<file path="src/rtl/mem_arbiter.sv">
// mem_arbiter: two-requester arbiter and sequencer for a single-ported unified memory.
// Requester 0 is the core (fetch/load/store). Requester 1 is the DMA/program loader.
// One transaction at a time. The winning command is latched and driven to memory
// until mem_ready arrives or the wait budget runs out. The requester then gets a
// one-cycle ack together with its read data.
//
// Ports:
//   clk, rst                    clock, synchronous active-high reset
//   cpu_req/we/addr/wdata       core command, held until cpu_ack
//   cpu_rdata, cpu_ack          core read data, valid with the one-cycle ack
//   cpu_stall                   cpu_req & ~cpu_ack (combinational freeze for the core)
//   dma_req/we/addr/wdata       DMA command, held until dma_ack
//   dma_rdata, dma_ack          DMA read data, valid with the one-cycle ack
//   mem_en/we/addr/wdata        registered memory command
//   mem_rdata, mem_ready        memory response
//   timeout_err                 sticky: an access was aborted after MAX_WAIT waits
//
// state    | meaning
// ---------+---------------------------------------------------------------
// IDLE     | no access in flight; arbitrate between eligible requesters
// CPU_BUSY | core access on the memory bus; wait for mem_ready or timeout
// DMA_BUSY | DMA access on the memory bus; wait for mem_ready or timeout

module mem_arbiter #(
  parameter int ADDR_W   = 32,
  parameter int DATA_W   = 32,
  parameter int MAX_WAIT = 15
) (
  input  logic              clk,
  input  logic              rst,
  input  logic              cpu_req,
  input  logic              cpu_we,
  input  logic [ADDR_W-1:0] cpu_addr,
  input  logic [DATA_W-1:0] cpu_wdata,
  output logic [DATA_W-1:0] cpu_rdata,
  output logic              cpu_ack,
  output logic              cpu_stall,
  input  logic              dma_req,
  input  logic              dma_we,
  input  logic [ADDR_W-1:0] dma_addr,
  input  logic [DATA_W-1:0] dma_wdata,
  output logic [DATA_W-1:0] dma_rdata,
  output logic              dma_ack,
  output logic              mem_en,
  output logic              mem_we,
  output logic [ADDR_W-1:0] mem_addr,
  output logic [DATA_W-1:0] mem_wdata,
  input  logic [DATA_W-1:0] mem_rdata,
  input  logic              mem_ready,
  output logic              timeout_err
);

  localparam int CNT_W = (MAX_WAIT < 1) ? 1 : $clog2(MAX_WAIT + 1);

  typedef enum logic [1:0] {
    IDLE     = 2'd0,
    CPU_BUSY = 2'd1,
    DMA_BUSY = 2'd2
  } state_t;

  localparam logic GRANT_CPU = 1'b0;
  localparam logic GRANT_DMA = 1'b1;

  state_t              state_q, state_d;
  logic                last_grant_q, last_grant_d;
  logic                cpu_ack_q, cpu_ack_d;
  logic                dma_ack_q, dma_ack_d;
  logic [DATA_W-1:0]   cpu_rdata_q, cpu_rdata_d;
  logic [DATA_W-1:0]   dma_rdata_q, dma_rdata_d;
  logic                mem_en_q, mem_en_d;
  logic                mem_we_q, mem_we_d;
  logic [ADDR_W-1:0]   mem_addr_q, mem_addr_d;
  logic [DATA_W-1:0]   mem_wdata_q, mem_wdata_d;
  logic                timeout_err_q, timeout_err_d;
  logic [CNT_W-1:0]    wait_cnt_q, wait_cnt_d;

  logic cpu_elig;
  logic dma_elig;
  logic wait_expired;

  // A requester whose ack is high this cycle still shows its old req; it must
  // not be granted again on the strength of that stale request.
  assign cpu_elig     = cpu_req & ~cpu_ack_q;
  assign dma_elig     = dma_req & ~dma_ack_q;
  assign wait_expired = (wait_cnt_q == CNT_W'(MAX_WAIT));

  always_comb begin
    state_d       = state_q;
    last_grant_d  = last_grant_q;
    cpu_ack_d     = 1'b0;
    dma_ack_d     = 1'b0;
    cpu_rdata_d   = cpu_rdata_q;
    dma_rdata_d   = dma_rdata_q;
    mem_en_d      = mem_en_q;
    mem_we_d      = mem_we_q;
    mem_addr_d    = mem_addr_q;
    mem_wdata_d   = mem_wdata_q;
    timeout_err_d = timeout_err_q;
    wait_cnt_d    = wait_cnt_q;

    case (state_q)
      IDLE: begin
        // Round-robin on a tie: the requester not served last wins.
        if (cpu_elig && (!dma_elig || last_grant_q == GRANT_DMA)) begin
          state_d      = CPU_BUSY;
          last_grant_d = GRANT_CPU;
          mem_en_d     = 1'b1;
          mem_we_d     = cpu_we;
          mem_addr_d   = cpu_addr;
          mem_wdata_d  = cpu_wdata;
          wait_cnt_d   = '0;
        end else if (dma_elig) begin
          state_d      = DMA_BUSY;
          last_grant_d = GRANT_DMA;
          mem_en_d     = 1'b1;
          mem_we_d     = dma_we;
          mem_addr_d   = dma_addr;
          mem_wdata_d  = dma_wdata;
          wait_cnt_d   = '0;
        end
      end

      CPU_BUSY, DMA_BUSY: begin
        if (mem_ready || wait_expired) begin
          state_d  = IDLE;
          mem_en_d = 1'b0;
          mem_we_d = 1'b0;
          if (state_q == CPU_BUSY) begin
            cpu_ack_d = 1'b1;
          end else begin
            dma_ack_d = 1'b1;
          end
          // mem_ready on the last allowed cycle still counts as success.
          if (mem_ready) begin
            if (!mem_we_q) begin
              if (state_q == CPU_BUSY) begin
                cpu_rdata_d = mem_rdata;
              end else begin
                dma_rdata_d = mem_rdata;
              end
            end
          end else begin
            timeout_err_d = 1'b1;
            if (state_q == CPU_BUSY) begin
              cpu_rdata_d = '0;
            end else begin
              dma_rdata_d = '0;
            end
          end
        end else begin
          wait_cnt_d = wait_cnt_q + CNT_W'(1);
        end
      end

      default: begin
        state_d  = IDLE;
        mem_en_d = 1'b0;
        mem_we_d = 1'b0;
      end
    endcase
  end

  always_ff @(posedge clk) begin
    if (rst) begin
      state_q       <= IDLE;
      last_grant_q  <= GRANT_DMA;
      cpu_ack_q     <= 1'b0;
      dma_ack_q     <= 1'b0;
      cpu_rdata_q   <= '0;
      dma_rdata_q   <= '0;
      mem_en_q      <= 1'b0;
      mem_we_q      <= 1'b0;
      mem_addr_q    <= '0;
      mem_wdata_q   <= '0;
      timeout_err_q <= 1'b0;
      wait_cnt_q    <= '0;
    end else begin
      state_q       <= state_d;
      last_grant_q  <= last_grant_d;
      cpu_ack_q     <= cpu_ack_d;
      dma_ack_q     <= dma_ack_d;
      cpu_rdata_q   <= cpu_rdata_d;
      dma_rdata_q   <= dma_rdata_d;
      mem_en_q      <= mem_en_d;
      mem_we_q      <= mem_we_d;
      mem_addr_q    <= mem_addr_d;
      mem_wdata_q   <= mem_wdata_d;
      timeout_err_q <= timeout_err_d;
      wait_cnt_q    <= wait_cnt_d;
    end
  end

  assign cpu_ack     = cpu_ack_q;
  assign dma_ack     = dma_ack_q;
  assign cpu_rdata   = cpu_rdata_q;
  assign dma_rdata   = dma_rdata_q;
  assign mem_en      = mem_en_q;
  assign mem_we      = mem_we_q;
  assign mem_addr    = mem_addr_q;
  assign mem_wdata   = mem_wdata_q;
  assign timeout_err = timeout_err_q;
  assign cpu_stall   = cpu_req & ~cpu_ack_q;

endmodule

</file>
<file path="config.mk">
export PLATFORM = sky130hd
export DESIGN_NAME = mem_arbiter
export DESIGN_NICKNAME = d
export VERILOG_FILES = /design/src/rtl/mem_arbiter.sv
export SDC_FILE = /design/constraint.sdc
export NUM_CORES = 1
export LEC_CHECK = 0
export BUFFER_PORTS_ARGS = -buffer_cell sky130_fd_sc_hd__buf_2
export CELL_PAD_IN_SITES_DETAIL_PLACEMENT = 0
export CELL_PAD_IN_SITES_GLOBAL_PLACEMENT = 1
export CORE_UTILIZATION = 35
export DETAILED_ROUTE_END_ITERATION = 8
export GPL_TIMING_DRIVEN = 0
export PLACE_DENSITY = 0.84
export SETUP_SLACK_MARGIN = 0.4
export SLEW_MARGIN = 20
export SYNTH_ARGS = -nofsm -noshare
export SYNTH_HDL_FRONTEND = slang
export SYNTH_SLANG_ARGS = --single-unit
</file>
<file path="constraint.sdc">
create_clock -name clk -period 2.6 [get_ports clk]
set_input_delay 0.52 -clock clk [delete_from_list [all_inputs] [get_ports clk]]
set_output_delay 0.52 -clock clk [all_outputs]
set_load 0.02 [all_outputs]
</file>
==> flow_metrics.py, run 1 <==
metrics = {
    "outcome": {
        "status": "completed",
    },
    "drt": {
        "viasPerCell": 4.826,
        "vias": 5579,
        "drc_errors": 0,
        "antenna_left": 0,
        "drt-wirelength-per-cell_um": 15.66,
        "first_pass_iters": 4,
        "drtIter0Drc": 265,
        "wirelength_um": 18100,
    },
    "pwr": {
        "power_density_nw_per_um2": 781.6,
        "p_leak_nw": 3.843,
        "total_power_mw": 6.347,
        "ir_drop_v": 0.0005032,
    },
    "sta": {
        "tightest_slew_ns": 0.6119,
        "fin_setup_tns_ns": 0,
        "slew_headroom_pct": 59.21,
        "drv_slew": 0,
        "setup_slack_ns": 0.6409,
        "rsz0062_at_grt": "false",
        "post-route-period-util_pct": 75.35,
        "clock.fmax_ghz": 0.5104,
        "finalSetupViolCount": 0,
        "finalHoldViolCount": 0,
        "finClkSkew_ns": 0.01049,
        "fin_crit_ns": 1.959,
    },
    "yosys": {
        "synth-seq-cells": 140,
        "syn_area_per_cell_sq_um": 9.443,
        "synth_cells": 610,
        "synth_mux_area_share_pct": 11.29,
        "async_reset_ff_share_pct": 0,
        "postSynthNetCount": 780,
        "synth_ff_type": "dfxtp_1",
        "synthXorXnorAreaFrac_pct": 0,
        "synth_fa_ha_area_share_pct": 0.6516,
        "synth_top_area_cell": "dfxtp_1",
        "synth-seq-area-share_pct": 48.65,
        "synth.yosys.warnings": 0,
        "synth_compound_area_share_pct": 18.42,
        "yosys.cell_types.count": 46,
        "synth_top_family_by_area": "compound AO/OA/AOI/OAI gates",
        "synth_edf_count": 0,
        "syn_area_sq_um": 5761,
        "synth_top_area_share_pct": 48.65,
        "synthTopCellsByArea": "dfxtp_1 49%, mux2i_1 11%, a211oi_1 8.1%, nor2_1 6.6%, a22oi_1 4.3%",
        "synth-simple-area-share_pct": 14.44,
    },
    "cells_and_area": {
        "fill_cells": 1608,
        "antenna_cells": 0,
        "mostFrequentLayoutCells": "316 x buf_2, 140 x dfxtp_1, 102 x nor2_1",
        "final_nets": 1097,
        "area_delta_synth_final_pct": 40.96,
        "drive_gt1_share_pct": 39.36,
        "final_common_cell": "buf_2",
    },
    "worst_setup_path": {
        "start_kind": "flip-flop",
        "cpLargestDelayFamily": "buffers and inverters",
        "cp_common_cell": "inv_1",
        "crit_path_cell_trace": "inv_1 > ha_1 > inv_1 > a21oi_4 > buf_4 > clkbuf_1 > a211oi_1",
        "cp_slowest_stage_delay_ns": 0.43,
        "critPathRequiredTime_ns": 2.86,
        "worst_ep_arrival_time_ns": 2.22,
        "endpoint_kind": "flip-flop",
        "cpMaxStageDelayCell": "clkbuf_1",
        "crit_fanout": 10,
        "critical_path_buf_inv_count": 4,
        "path_class": "flip-flop to flip-flop",
    },
    "grt": {
        "grt-ovfl-total": 0,
        "grt_usage_pct": 21.11,
        "grt_pass1_wl_um": 27190,
        "grt_pass1_vias": 5125,
        "antenna_found_initial": 0,
        "grt_max_degree": 17,
    },
    "clock_network": {
        "cts_root_buf": "clkbuf_16",
        "clockBufferDepth": 2,
        "htreeDepth": 4,
        "insertion_delay_ns": 0.41,
        "cts_resized": 0,
        "numCtsBuffers": 17,
        "clkTransAtPathRegs_ns": 0.06,
        "cts_tree": "built",
        "clock_sinks": 140,
        "postCtsSetupRepairBufs": 0,
        "cts_hold_buf": 0,
    },
    "floorplan": {
        "start_util_pct": 36.00,
        "io_pins": 301,
        "die_height_um": 130.3,
        "fp-row-count": 46,
        "die_area_sq_um": 16980,
        "dieWidth_um": 130.3,
        "design.core.area_sq_um": 16000,
    },
    "min_path": {
        "worstHoldPathType": "primary input to flip-flop",
    },
    "placement": {
        "place_ws_ns": 0.5388,
        "portBuffers": 298,
        "gp_congestion": 0.8036,
        "dp_hpwl_um": 13830,
    },
    "job": {
        "maxCapViolations": 0,
    },
}
## registers in the layout, summed over array words and instances (netlist names)
register      cells
cpu_rdata        32
cpu_ack           1
state_q           2
mem_en            1
mem_wdata        32
mem_we            1
last_grant_q      1
timeout_err       1
mem_addr         32
wait_cnt_q        4
dma_ack           1
dma_rdata        32
## worst paths after layout
path	startpoint	end	slack (ns)	cells after the start
hold / removal	mem_rdata[4]	cpu_rdata[4]	0.37	3
setup / recovery	state_q[0]	mem_addr[6]	0.64	7
hold reg to reg	dma_rdata[10]	dma_rdata[10]	0.45	2
setup reg to reg	state_q[0]	mem_addr[6]	0.64	7
## per-stage QoR
| step | instances | cell area, sq um | util, % | hold slack (ns) |
|---|---|---|---|---|
| 6_report | 1156 | 8120 | 50.75 | 0.3695 |
| 5_1_grt | 1156 | 8120 | 50.75 | 0.3661 |
| 4_1_cts | 1156 | 8120 | 50.75 | 0.3556 |
| 2_1_floorplan | 610 | 5761 | - | 0.4363 |
| 3_5_place_dp | 1124 | 7522 | 47.01 | 0.4400 |
| 3_3_place_gp | 1124 | 7522 | 47.01 | 0.4358 |
## metal layers
| metal | track usage (%) | part of all wire (%) | up-vias |
|---|---|---|---|
| met4 | 7.798 | 1.7 | 0 |
| met3 | 4.879 | 5.2 | 23 |
| li1 | - | - | 2814 |
| met1 | 26.67 | 45 | 2586 |
| met5 | 0 | 0 | - |
| met2 | 35.01 | 49 | 156 |
## Yosys cell counts (2+ instances only)
cell / count
o21a_1: 2
buf_12: 4
a22oi_1: 33
buf_6: 2
o21ai_0: 2
dfxtp_1: 140
mux2i_1: 65
buf_4: 7
clkbuf_1: 24
buf_2: 18
nand2b_1: 3
ha_1: 3
a311oi_1: 2
a211oi_1: 62
a21oi_1: 36
a211oi_2: 2
nand2_1: 35
inv_1: 7
nor2_1: 102
nor4_1: 2
nand3_1: 34
## power breakdown
part	internal [mW]	leakage, nW	total [mW]	switching, mW
Combinational	0.550	2.41	1.46	0.905
Clock	1.46	0.288	2.43	0.979
Sequential	2.36	1.15	2.46	0.102
## worst min-delay path, stage by stage
cell     delay, ns
buf_2         0.09
a22oi_1       0.07
nor2_1        0.07
## layout make-up
| class | count | area, sq um | share of cell area [%] |
|---|---|---|---|
| flip-flops and latches | 140 | 2803 | 34.51 |
| inverters | 7 | 26.28 | 0.3236 |
| plain buffers | 56 | 350.3 | 4.314 |
| multi-input cells | 407 | 2581 | 31.79 |
| clock inverters | 14 | 158.9 | 1.957 |
| clock buffers | 18 | 439.2 | 5.408 |
| repair buffers | 298 | 1491 | 18.37 |
| well taps | 216 | 270.3 | 3.328 |
## kinds of logic (layout without fill, tap and decap cells)
family / Yosys count / after routing
AOI/OAI and AO/OA: 150 / 150
muxes: 65 / 65
and+or+nand+nor: 189 / 189
buffers and inverters: 63 / 393
DFF: 140 / 140
adders and majority gates: 3 / 3
Note: power is estimated with default switching activity, not from simulation.
==> run 2, diff against run 1 <==
--- a/config.mk
+++ b/config.mk
@@ -8,10 +8,10 @@
 export BUFFER_PORTS_ARGS = -buffer_cell sky130_fd_sc_hd__buf_2
 export CELL_PAD_IN_SITES_DETAIL_PLACEMENT = 0
 export CELL_PAD_IN_SITES_GLOBAL_PLACEMENT = 1
-export CORE_UTILIZATION = 35
+export CORE_UTILIZATION = 29
 export DETAILED_ROUTE_END_ITERATION = 8
 export GPL_TIMING_DRIVEN = 0
-export PLACE_DENSITY = 0.84
+export PLACE_DENSITY = 0.74
 export SETUP_SLACK_MARGIN = 0.4
 export SLEW_MARGIN = 20
 export SYNTH_ARGS = -nofsm -noshare
==> constraint.sdc (replaced) <==
create_clock -name clk -period 1.8 [get_ports clk]
set_input_delay 0.36 -clock clk [delete_from_list [all_inputs] [get_ports clk]]
set_output_delay 0.36 -clock clk [all_outputs]
set_load 0.02 [all_outputs]
==> run 2 against run 1 <==
Effect of this change: hold slack got worse by 0.16 ns; register-to-register slack got worse by 0.46 ns; sequential power is 45% higher; highest routed layer unchanged.
==> flow_metrics.py, run 2 (synthesis gave the netlist of run 1 again) <==
metrics = {
    "worst_setup_path": {
        "crit_fanout": 6,
        "path_class": "flip-flop to flip-flop",
        "crit_path_cell_trace": "nand2b_4 > buf_8 > nor2_8 > buf_12 > buf_8 > buf_12 > mux2i_4 > a211oi_2",
        "endpoint_kind": "flip-flop",
        "critPathRequiredTime_ns": 2.07,
        "worst_ep_arrival_time_ns": 1.88,
        "cp_slowest_stage_delay_ns": 0.34,
        "start_kind": "flip-flop",
        "cpMaxStageDelayCell": "dfxtp_4",
    },
    "clock_network": {
        "insertion_delay_ns": 0.41,
        "numCtsBuffers": 17,
        "htreeDepth": 4,
        "cts_hold_buf": 0,
        "cts_tree": "built",
        "cts_root_buf": "clkbuf_16",
        "clock_sinks": 140,
        "clockBufferDepth": 2,
        "clkTransAtPathRegs_ns": 0.07,
    },
    "drt": {
        "wl_met2_um": 10300,
        "wl_met1_um": 8510,
        "wirelength_um": 20850,
        "drtIter0Drc": 153,
        "vias": 5878,
        "wl_met3_um": 1661,
        "viasPerCell": 4.661,
        "drc_errors": 0,
        "top_layer_used": "met4",
        "antenna_left": 0,
        "drt-wirelength-per-cell_um": 16.54,
        "first_pass_iters": 4,
    },
    "floorplan": {
        "start_util_pct": 29.60,
        "design.core.area_sq_um": 19460,
        "die_height_um": 142.9,
        "fp-row-count": 51,
        "io_pins": 301,
        "dieWidth_um": 142.9,
        "die_area_sq_um": 20430,
    },
    "sta": {
        "drv_slew": 0,
        "finClkSkew_ns": 0.01103,
        "tightest_slew_ns": 0.6571,
        "finalHoldViolCount": 0,
        "post-route-period-util_pct": 89.90,
        "clock.fmax_ghz": 0.6180,
        "rsz0062_at_grt": "true",
        "slew_headroom_pct": 56.19,
        "fin_crit_ns": 1.618,
        "finalSetupViolCount": 0,
    },
    "outcome": {
        "status": "completed",
    },
    "grt": {
        "antenna_found_initial": 3,
        "grt_pass1_wl_um": 30350,
        "grt_usage_pct": 19.58,
        "grt_pass1_vias": 5584,
        "grt-ovfl-total": 0,
        "grt_max_degree": 17,
    },
    "pwr": {
        "ir_drop_v": 0.0007093,
        "power_density_nw_per_um2": 995.8,
        "total_power_mw": 10.02,
        "p_leak_nw": 4.354,
    },
    "cells_and_area": {
        "drive_gt1_share_pct": 57.91,
        "fin_util_pct": 51.68,
        "area_delta_synth_final_pct": 74.61,
        "final_common_cell": "buf_2",
        "final_nets": 1150,
        "mostFrequentLayoutCells": "297 x buf_2, 130 x dfxtp_1, 98 x nor2_1",
    },
    "placement": {
        "gp_congestion": 0.8167,
        "dp_hpwl_um": 14530,
        "portBuffers": 298,
    },
    "min_path": {
        "worstHoldPathType": "primary input to flip-flop",
    },
    "job": {
        "maxCapViolations": 0,
    },
}
[run 2: what timing repair did]
item                                    CTS  global route
pin swaps                                38            25
gates cloned                             10             2
endpoints found under the setup margin  139           140
gates resized for setup                 115           114
buffers inserted                         26            15
hold endpoints to repair                  0             0
[run 2: final cells by class]
class	count	area, sq um
antenna	3	7.507
buffer	56	575.6
clock buffer	21	450.4
tap	265	331.6
clock inverter	11	110.1
fill	1767	9404
multi-input combinational	407	3500
inverter	7	28.78
timing repair buffer	351	2235
sequential	140	2820
[run 2: worst paths after layout]
kind	from	end	slack, ns	depth (start not counted)
max	cpu_ack	mem_wdata[28]	0.18	8
min	mem_rdata[4]	cpu_rdata[4]	0.21	3
max reg2reg	cpu_ack	mem_wdata[28]	0.18	8
min reg2reg	dma_rdata[18]	dma_rdata[18]	0.45	2
[run 2: where the power goes]
part	switching [mW]	internal, mW
clock network	1.40	1.96
registers	0.156	3.40
logic	1.64	1.45
total	3.20	6.81
[run 2: layer usage]
layer	track usage, %	vias up
li1	-	2945
met4	7.301	0
met1	22.73	2705
met5	0	-
met2	33.27	206
met3	6.506	22
[run 2: stage by stage]
step / setup WS (ns) / TNS (ns) / cell area, sq um / cells / hold slack (ns)
CTS: 0.2053 / 0 / 9329 / 1241 / 0.1969
global route: 0.1025 / 0 / 10060 / 1260 / 0.2007
detailed placement: -0.1112 / -3.126 / 7876 / 1173 / 0.4467
finish: 0.1818 / 0 / 10060 / 1261 / 0.2092
global placement: -0.08006 / -2.503 / 7876 / 1173 / 0.4389
floorplan: 0.3647 / 0 / 6053 / 610 / 0.4420
[run 2: worst max-delay path: cells and delay by family (launching register included)]
| kind | cells | cell delay [ns] |
|---|---|---|
| and+or+nand+nor | 2 | 0.26 |
| DFF | 1 | 0.34 |
| buffers and inverters | 4 | 0.54 |
| muxes | 1 | 0.24 |
| AOI/OAI and AO/OA | 1 | 0.09 |
==> run 3, diff against run 2 <==
--- a/config.mk
+++ b/config.mk
@@ -8,10 +8,12 @@
 export BUFFER_PORTS_ARGS = -buffer_cell sky130_fd_sc_hd__buf_2
 export CELL_PAD_IN_SITES_DETAIL_PLACEMENT = 0
 export CELL_PAD_IN_SITES_GLOBAL_PLACEMENT = 1
+export CORE_ASPECT_RATIO = 1.2
 export CORE_UTILIZATION = 29
 export DETAILED_ROUTE_END_ITERATION = 8
 export GPL_TIMING_DRIVEN = 0
 export PLACE_DENSITY = 0.74
+export RECOVER_POWER = 50
 export SETUP_SLACK_MARGIN = 0.4
 export SLEW_MARGIN = 20
 export SYNTH_ARGS = -nofsm -noshare
==> run 3 against run 2 <==
Effect of this change: non-clock buffer count rose by 1; first-iteration DRC count is 33% higher; hold slack gained 0.0014 ns; largest power group unchanged; critical endpoint is now wait_cnt_q[3]; clock power is 4% higher; critical path type unchanged.
==> flow_metrics.py, run 3 (synthesis gave the netlist of run 1 again) <==
metrics = {
    "outcome": {
        "status": "completed",
    },
    "drt": {
        "drtIter0Drc": 204,
        "antenna_left": 0,
        "viasPerCell": 4.734,
        "wirelength_um": 21810,
        "drt-wirelength-per-cell_um": 17.38,
        "first_pass_iters": 4,
        "vias": 5941,
        "drc_errors": 0,
    },
    "placement": {
        "dp_hpwl_um": 14710,
        "portBuffers": 298,
        "place_area_sq_um": 7871,
        "gp_congestion": 0.7628,
    },
    "min_path": {
        "hp-start": "mem_rdata[27]",
        "worstHoldPathType": "primary input to flip-flop",
    },
    "cells_and_area": {
        "final_common_cell": "buf_2",
        "final_nets": 1151,
        "final_cell_area_sq_um": 10230,
        "fill_cells": 1866,
        "area_delta_synth_final_pct": 77.61,
        "mostFrequentLayoutCells": "165 x buf_2, 151 x clkbuf_1, 133 x dfxtp_1",
        "drive_gt1_share_pct": 45.72,
    },
    "floorplan": {
        "fp-row-count": 56,
        "start_util_pct": 29.57,
        "dieWidth_um": 130.7,
        "design.core.area_sq_um": 19480,
        "die_area_sq_um": 20430,
        "io_pins": 301,
        "die_height_um": 156.4,
    },
    "sta": {
        "drv_slew": 0,
        "finalHoldViolCount": 0,
        "finClkSkew_ns": 0.005067,
        "slew_headroom_pct": 52.14,
        "tightest_slew_ns": 0.7179,
        "rsz0062_at_grt": "true",
        "post-route-period-util_pct": 91.90,
        "fin_crit_ns": 1.654,
        "clock.fmax_ghz": 0.6045,
        "fin_setup_tns_ns": 0,
        "finalSetupViolCount": 0,
    },
    "worst_setup_path": {
        "start_kind": "flip-flop",
        "r2r-start": "state_q[0]",
        "worst_ep_arrival_time_ns": 1.97,
        "critPathRequiredTime_ns": 2.12,
        "endpoint_kind": "flip-flop",
        "path_class": "flip-flop to flip-flop",
        "crit_fanout": 4,
        "critPathLaunch": "state_q[0]",
    },
    "pwr": {
        "power_density_nw_per_um2": 1017,
        "ir_drop_v": 0.0006820,
        "total_power_mw": 10.41,
        "p_leak_nw": 3.943,
    },
    "grt": {
        "grt_pass1_vias": 5730,
        "grt_pass1_wl_um": 30690,
        "grt_max_degree": 17,
        "antenna_found_initial": 1,
        "grt_usage_pct": 20.07,
        "grt-ovfl-total": 0,
    },
    "clock_network": {
        "numCtsBuffers": 17,
        "cts_root_buf": "clkbuf_16",
        "clock_sinks": 140,
        "cts_tree": "built",
        "clkTransAtPathRegs_ns": 0.06,
        "clockBufferDepth": 2,
        "htreeDepth": 4,
        "insertion_delay_ns": 0.42,
        "cts_hold_buf": 0,
    },
    "job": {
        "maxCapViolations": 0,
    },
}
## run 3: final cells by class
type | count | area [sq um] | share of cell area, %
repair buffers | 352 | 2188 | 21.39
multi-input cells | 407 | 3621 | 35.39
diodes | 1 | 2.502 | 0.02446
well taps | 261 | 326.6 | 3.192
inverters | 7 | 31.28 | 0.3057
flip-flops and latches | 140 | 2819 | 27.55
clock buffers | 18 | 439.2 | 4.293
clock inverters | 13 | 142.6 | 1.394
plain buffers | 56 | 660.6 | 6.457
## run 3: worst max-delay path: stages, from the launching register on
cell and delay, ns:
dfxtp_1 0.37, inv_2 0.06, ha_4 0.25, buf_6 0.09, buf_6 0.09, buf_12 0.10
mux2i_4 0.26, nor2_2 0.06, a311oi_1 0.27
## run 3: path summary, 6_finish.rpt
kind	end	slack [ns]	depth (start not counted)
min	cpu_rdata[27]	0.21	3
max	wait_cnt_q[3]	0.15	8
max reg2reg	wait_cnt_q[3]	0.15	8
min reg2reg	dma_rdata[27]	0.45	2
## run 3: power by group
group | internal, mW | switching [mW] | total, mW
combinational | 1.59 | 1.76 | 3.35
sequential | 3.40 | 0.167 | 3.57
clock | 2.08 | 1.41 | 3.49
## run 3: what timing repair did
item                                    4_1_cts  5_1_grt
cloned                                       15        5
endpoints found under the setup margin      139      140
buffers inserted                             27        7
gates resized for setup                     153      108
pin swaps                                    49       30
## run 3: per-stage QoR
stage	cells	hold slack (ns)	utilization, %	worst slack [ns]
2_1_floorplan	610	0.4420	-	0.3647
3_3_place_gp	1169	0.4375	40.41	-0.1220
3_5_place_dp	1169	0.4431	40.41	-0.1856
4_1_cts	1242	0.1937	49.71	0.1917
5_1_grt	1255	0.2030	52.52	0.07457
6_report	1255	0.2106	52.52	0.1458
## run 3: routing by layer
layer / vias up / routed length (um) / share of wire (%) / global-route usage [%]
met3: 29 / 1769 / 8.1 / 6.974
met4: 0 / 358 / 1.6 / 5.419
met1: 2770 / 8672 / 40 / 21.78
met5: - / 0 / 0 / 0
met2: 213 / 11010 / 50 / 36.41
li1: 2929 / - / - / -
